[src/rtl/fft8_ctrl_pkg.sv]
// Shared types and layout helpers for the 8-point FFT frame sequencer.
// Each point occupies 2*W bits of a packed bus as {imag, real}.
package fft8_ctrl_pkg;

    localparam int N_PTS = 8;
    localparam int IDX_W = 3;

    typedef enum logic [2:0] {
        LOAD    = 3'd0,
        WRITE   = 3'd1,
        RUN     = 3'd2,
        CAPTURE = 3'd3,
        UNLOAD  = 3'd4
    } state_t;

    // LSB position of point idx inside a packed {imag,real} bus
    function automatic int point_lsb(input int idx, input int w);
        return idx * 2 * w;
    endfunction

endpackage

[src/rtl/fft8_frame_buffer.sv]
// 8-entry complex register file: single-slot write, bulk parallel load,
// synchronous clear and a full packed read bus.
module fft8_frame_buffer
    import fft8_ctrl_pkg::*;
#(
    parameter int W = 16
) (
    input  logic                   clk,
    input  logic                   rst,
    input  logic                   we,
    input  logic [IDX_W-1:0]       idx,
    input  logic [2*W-1:0]         wdata,
    input  logic                   load_all,
    input  logic [N_PTS*2*W-1:0]   load_bus,
    output logic [N_PTS*2*W-1:0]   rd_bus
);

    logic [2*W-1:0] mem_r [N_PTS];

    // Clear has priority, then bulk load, then single-slot write
    always_ff @(posedge clk) begin
        if (rst) begin
            for (int i = 0; i < N_PTS; i++) mem_r[i] <= '0;
        end else if (load_all) begin
            for (int i = 0; i < N_PTS; i++) mem_r[i] <= load_bus[point_lsb(i, W) +: 2*W];
        end else if (we) begin
            mem_r[idx] <= wdata;
        end
    end

    for (genvar g = 0; g < N_PTS; g++) begin : g_rd
        assign rd_bus[point_lsb(g, W) +: 2*W] = mem_r[g];
    end

endmodule

[src/rtl/fft8_frame_sequencer.sv]
// Collects 8 complex samples, sequences the FFT core write/start strobes,
// captures the core outputs and replays them as an 8-beat output stream.
module fft8_frame_sequencer
    import fft8_ctrl_pkg::*;
#(
    parameter int W        = 16,
    parameter int CORE_LAT = 2
) (
    input  logic              CLK,
    input  logic              RST,
    input  logic              s_valid,
    output logic              s_ready,
    input  logic [W-1:0]      s_real,
    input  logic [W-1:0]      s_imag,
    output logic [16*W-1:0]   core_in_bus,
    output logic              core_write,
    output logic              core_start,
    input  logic [16*W-1:0]   core_out_bus,
    output logic              m_valid,
    input  logic              m_ready,
    output logic [W-1:0]      m_real,
    output logic [W-1:0]      m_imag,
    output logic [2:0]        m_index,
    output logic              m_last,
    output logic              busy,
    output logic [15:0]       frame_count
);

    localparam logic [3:0] LAT_LAST = 4'(CORE_LAT - 1);

    state_t             state_r;
    logic [IDX_W-1:0]   ld_cnt_r;
    logic [IDX_W-1:0]   un_cnt_r;
    logic [3:0]         lat_cnt_r;
    logic               s_ready_r;
    logic               core_write_r;
    logic               core_start_r;
    logic               m_valid_r;
    logic [W-1:0]       m_real_r;
    logic [W-1:0]       m_imag_r;
    logic               m_last_r;
    logic               busy_r;
    logic [15:0]        frame_count_r;

    logic                 in_we_s;
    logic                 cap_s;
    logic [16*W-1:0]      out_bus_s;
    logic [2*W-1:0]       pts_s [N_PTS];
    logic [IDX_W-1:0]     nxt_idx_s;
    logic [2*W-1:0]       nxt_pt_s;

    assign in_we_s   = s_valid & s_ready_r;
    assign cap_s     = (state_r == CAPTURE);
    assign nxt_idx_s = un_cnt_r + 3'd1;
    assign nxt_pt_s  = pts_s[nxt_idx_s];

    fft8_frame_buffer #(.W(W)) u_in_buf (
        .clk      (CLK),
        .rst      (RST),
        .we       (in_we_s),
        .idx      (ld_cnt_r),
        .wdata    ({s_imag, s_real}),
        .load_all (1'b0),
        .load_bus ({(16*W){1'b0}}),
        .rd_bus   (core_in_bus)
    );

    fft8_frame_buffer #(.W(W)) u_out_buf (
        .clk      (CLK),
        .rst      (RST),
        .we       (1'b0),
        .idx      (3'd0),
        .wdata    ({(2*W){1'b0}}),
        .load_all (cap_s),
        .load_bus (core_out_bus),
        .rd_bus   (out_bus_s)
    );

    for (genvar g = 0; g < N_PTS; g++) begin : g_pt
        assign pts_s[g] = out_bus_s[point_lsb(g, W) +: 2*W];
    end

    // Frame sequencing FSM; every output is a register updated on transitions
    always_ff @(posedge CLK) begin
        if (RST) begin
            state_r       <= LOAD;
            ld_cnt_r      <= 3'd0;
            un_cnt_r      <= 3'd0;
            lat_cnt_r     <= 4'd0;
            s_ready_r     <= 1'b1;
            core_write_r  <= 1'b0;
            core_start_r  <= 1'b0;
            m_valid_r     <= 1'b0;
            m_real_r      <= '0;
            m_imag_r      <= '0;
            m_last_r      <= 1'b0;
            busy_r        <= 1'b0;
            frame_count_r <= 16'd0;
        end else begin
            case (state_r)
                LOAD: begin
                    if (in_we_s) begin
                        busy_r <= 1'b1;
                        if (ld_cnt_r == 3'd7) begin
                            ld_cnt_r     <= 3'd0;
                            s_ready_r    <= 1'b0;
                            core_write_r <= 1'b1;
                            state_r      <= WRITE;
                        end else begin
                            ld_cnt_r <= ld_cnt_r + 3'd1;
                        end
                    end
                end
                WRITE: begin
                    core_write_r <= 1'b0;
                    core_start_r <= 1'b1;
                    lat_cnt_r    <= 4'd0;
                    state_r      <= RUN;
                end
                RUN: begin
                    if (lat_cnt_r == LAT_LAST) begin
                        core_start_r <= 1'b0;
                        lat_cnt_r    <= 4'd0;
                        state_r      <= CAPTURE;
                    end else begin
                        lat_cnt_r <= lat_cnt_r + 4'd1;
                    end
                end
                CAPTURE: begin
                    // Bin 0 comes straight off the core bus; the buffer loads on this same edge
                    m_valid_r <= 1'b1;
                    m_real_r  <= core_out_bus[W-1:0];
                    m_imag_r  <= core_out_bus[2*W-1:W];
                    m_last_r  <= 1'b0;
                    un_cnt_r  <= 3'd0;
                    state_r   <= UNLOAD;
                end
                UNLOAD: begin
                    if (m_ready) begin
                        if (un_cnt_r == 3'd7) begin
                            m_valid_r     <= 1'b0;
                            m_real_r      <= '0;
                            m_imag_r      <= '0;
                            m_last_r      <= 1'b0;
                            un_cnt_r      <= 3'd0;
                            frame_count_r <= frame_count_r + 16'd1;
                            busy_r        <= 1'b0;
                            s_ready_r     <= 1'b1;
                            state_r       <= LOAD;
                        end else begin
                            un_cnt_r <= nxt_idx_s;
                            m_real_r <= nxt_pt_s[W-1:0];
                            m_imag_r <= nxt_pt_s[2*W-1:W];
                            m_last_r <= (nxt_idx_s == 3'd7);
                        end
                    end
                end
                default: begin
                    state_r      <= LOAD;
                    ld_cnt_r     <= 3'd0;
                    un_cnt_r     <= 3'd0;
                    lat_cnt_r    <= 4'd0;
                    s_ready_r    <= 1'b1;
                    core_write_r <= 1'b0;
                    core_start_r <= 1'b0;
                    m_valid_r    <= 1'b0;
                    m_last_r     <= 1'b0;
                    busy_r       <= 1'b0;
                end
            endcase
        end
    end

    assign s_ready     = s_ready_r;
    assign core_write  = core_write_r;
    assign core_start  = core_start_r;
    assign m_valid     = m_valid_r;
    assign m_real      = m_real_r;
    assign m_imag      = m_imag_r;
    assign m_index     = un_cnt_r;
    assign m_last      = m_last_r;
    assign busy        = busy_r;
    assign frame_count = frame_count_r;

endmodule
[config.mk]
export PLATFORM = sky130hd
export DESIGN_NAME = fft8_frame_sequencer
export DESIGN_NICKNAME = d
export VERILOG_FILES = /design/src/rtl/fft8_ctrl_pkg.sv /design/src/rtl/fft8_frame_buffer.sv /design/src/rtl/fft8_frame_sequencer.sv
export SDC_FILE = /design/constraint.sdc
export NUM_CORES = 1
export LEC_CHECK = 0
export ABC_AREA = 1
export ABC_CLOCK_PERIOD_IN_PS = 12400
export CORE_AREA = 2 2 237 239
export DETAILED_ROUTE_END_ITERATION = 8
export DIE_AREA = 0 0 239 241
export PLACE_DENSITY = 0.78
export SLEW_MARGIN = 15
export SYNTH_ARGS = -nofsm -noshare
export SYNTH_HDL_FRONTEND = slang
export SYNTH_SLANG_ARGS = --single-unit
export TNS_END_PERCENT = 30
[constraint.sdc]
create_clock -name CLK -period 12.4 [get_ports CLK]
set_clock_uncertainty 0.05 [all_clocks]
set_input_delay 3.1 -clock CLK [delete_from_list [all_inputs] [get_ports CLK]]
set_output_delay 3.1 -clock CLK [all_outputs]
set_load 0.01 [all_outputs]
==> key figures <==
Status
  – Status: complete, no violations

Power
  – VDD IR max: 109 µV
  – Pwr per Cell Area: between 100 and 150 nW/µm²
  – Comb power frac: under 10%
  – Internal power: 3.29 mW
  – NetSw: approximately 0.94 mW
  – Power share of the sequential group: 52.7%
  – Leak Pwr: between 10 and 15 nW
  – Sw Share: 22.2%
  – Clock power frac: 39.5%

Yosys
  – Yosys top cell by area: edfxtp_1
  – Ys async rst share: 0%
  – Top-count cell post-synth: nor2_1
  – Register area share after synthesis: around 70%
  – Most used DFF post-synth: edfxtp_1
  – Syn. warnings: 0
  – Post-synth cell types: 29
  – Synth Net Count: 2679
  – Synthesized cell area: 24200 µm²
  – Synth top area cells: edfxtp_1 64%, nor2_1 11%, inv_1 5.6%
  – Top cells by count, synth: 737 x nor2_1, 512 x edfxtp_1, 363 x inv_1, 195 x nand2_1, 166 x o21ai_0
  – Average size of a mapped cell: 10.2 µm²
  – Post-synth top area share: 63.5%
  – Seq cells post-synth: 579
  – EDFF count, synth: 512
  – Cells after Synth: 2379

Clock tree
  – Hold-fix buffers, CTS: 0
  – Total CTS buffers: 58
  – Htree depth: 2
  – Clock Pin Slew Worst Setup and Hold Paths: 0.06 ns
  – CTS tree: built
  – Post-CTS sizing: 0
  – Post-CTS setup buffer count: 0
  – Clk Latency, worst-skew pair: 0.61 ns
  – Clk buf depth: 3
  – Clock tree sinks: 579
  – CTS root buffer: clkbuf_16

Timing
  – Final setup fails: 0
  – RSZ-0062 raised after global routing: no
  – Number of hold violations in the final report: 0
  – Final worst path period share: 52.0%
  – Post-route minimum period: roughly 6.4 ns
  – Relative slew slack: 16.7%
  – Sum of negative setup slack: 0 ns
  – Fmax achieved: 155 MHz
  – Max-slew violation count: 0
  – Actual slew at the worst max-slew pin: 1.25 ns

Place
  – Placed instance count: 3584
  – I/O Buffers: about 600
  – DP Wirelength: 51200 µm
  – RePlAce Congestion: 0.951

Worst setup path
  – Worst setup SP type: primary input
  – CP Cell Sequence: buf_4 -> inv_2 -> buf_4 -> nand2_1 -> nor2_1 -> nand2_1 -> nand2_2
  – Crit path max-delay family: simple AND/OR/NAND/NOR gates
  – Critical path buffers and inverters: 3
  – CP endpoint kind: flop
  – Critical Path RT: 12.50 ns
  – Crit path DAT: around 6.6 ns
  – Max incr delay on CP: 0.81 ns
  – Crit Path Category: in -> reg
  – Critical path peak fanout: 81
  – Crit path max-delay cell type: nand2_1

Die
  – Die W: around 240 µm
  – Die H: around 240 µm
  – IO Count: 605
  – Initial Utilization: 44.1%
  – Row count: 86
  – Core area: 54900 µm²
  – DIE AREA: between 50000 and 60000 µm²

Final layout
  – Post-Layout Cell Count: 3690
  – Layout cells sized above 1: 4.25%
  – # nets final: between 3000 and 4000
  – Layout area overhead: 34.6%
  – Filler cells: 4242

Route
  – DRC errors left: 0
  – Vias: around 19000
  – Remaining antenna violation count: 0
  – WL per Instance: 20.0 µm
  – Drt total wl: roughly 74000 µm
  – DR iter-0 viols: 2045
  – TritonRoute pass-1 iters: 6
  – Vias per std cell: between 5 and 6

Job
  – Max-cap violations: 0

GRT
  – Initial antenna violation count: 2
  – Gr ovfl total: 0
  – First-pass GRT wire length: 108000 µm
  – Maximum number of pins on one net before global-route repair: around 200
  – Global Route Usage Sum: around a quarter
  – Number of global-route vias before repair: 18200

Min path
  – Worst Hold Class: reg -> reg
-- worst register-to-register path, delay by kind of cell (launching register included) --
family | cells | cell delay, ns
buf+inv | 3 | 1.31
flops | 1 | 0.80
compound gates | 2 | 0.32
simple gates | 3 | 0.40
fa+ha+maj | 1 | 0.61
-- power groups by stage --
stage          clock [mW]  sequential, mW  combinational, mW
3_5_place_dp            0            2.27              0.333
2_1_floorplan           0            2.29             0.0850
4_1_cts              1.68            2.23              0.334
6_report             1.67            2.23              0.333
5_1_grt              1.76            2.23              0.354
3_3_place_gp            0            2.27              0.329
-- kinds of logic (layout without fill, tap and decap cells) --
logic type | Yosys count | after routing | share of synthesized area (%)
flops | 579 | 579 | 69.1
xor+xnor | 4 | 4 | 0.145
buf+inv | 488 | 1094 | 7.98
compound gates | 232 | 232 | 4.87
fa+ha+maj | 8 | 8 | 0.414
other cells | 0 | 1 | 0
simple gates | 1068 | 1068 | 17.5
-- state kept, by name (all words and copies together) (netlist names), 4 cells and up --
signal,flops
u_in_buf.mem_r,256
u_out_buf.mem_r,256
frame_count,16
m_imag,16
m_real,16
lat_cnt_r,4
-- metrics by stage --
| stage | setup WS, ns | power [mW] | utilization, % | area, µm² | hold WS (ns) |
|---|---|---|---|---|---|
| after detailed placement | 5.21 | 2.60 | 56.1 | 30800 | 0.428 |
| after global routing | 5.69 | 4.35 | 59.3 | 32600 | 0.461 |
| after floorplan | 2.45 | 2.37 | - | 24200 | 0.425 |
| final | 5.95 | 4.23 | 59.3 | 32600 | 0.430 |
| after CTS | 5.87 | 4.24 | 59.3 | 32600 | 0.438 |
| after global placement | 5.39 | 2.60 | 56.1 | 30800 | 0.404 |
-- routing by layer --
layer  share of wire (%)  track usage, %  wire (µm)
met3                 9.8            4.30       7260
met2                  50            44.2      37200
met4                 3.9            9.77       2870
met5               0.038               0         28
met1                  36            30.2      26400
-- placed cells by master (no fill, tap or decap), drive strengths merged --
master         Yosys  final
bufinv             0      2
buf               67     19
nand2            198    198
nand4              5      5
nor4               1      1
clkbuf            54     77
inv              367    370
edfxtp           512    512
xor2               4      4
nor3               8      8
dfxtp             67     67
clkinv             0     17
ha                 8      8
clkinvlp           0      6
nor2             743    743
o21ai            171    171
clkdlybuf4s50      0    603
a21oi             60     60
a211oi             1      1
nand3            112    112
or2                1      1
diode              0      1
-- final cells by class --
type | count | area (µm²) | share of cell area, %
clock buffer | 77 | 1550 | 4.77
clock inverter | 28 | 236 | 0.726
sequential | 579 | 16700 | 51.3
tap | 704 | 881 | 2.70
antenna | 1 | 2.50 | 0.00768
multi-input combinational | 1312 | 5600 | 17.2
inverter | 367 | 1380 | 4.24
timing repair buffer | 622 | 6190 | 19.0
-- path summary, 6_finish.rpt --
| path | start | end | slack [ns] | cells after the start |
|---|---|---|---|---|
| min | m_valid | m_valid | 0.43 | 2 |
| max | RST | u_in_buf.mem_r[3][13] | 5.95 | 7 |
| min reg2reg | m_valid | m_valid | 0.43 | 2 |
| max reg2reg | m_index[0] | m_imag[0] | 8.85 | 9 |
Note: power is estimated with default switching activity, not from simulation.
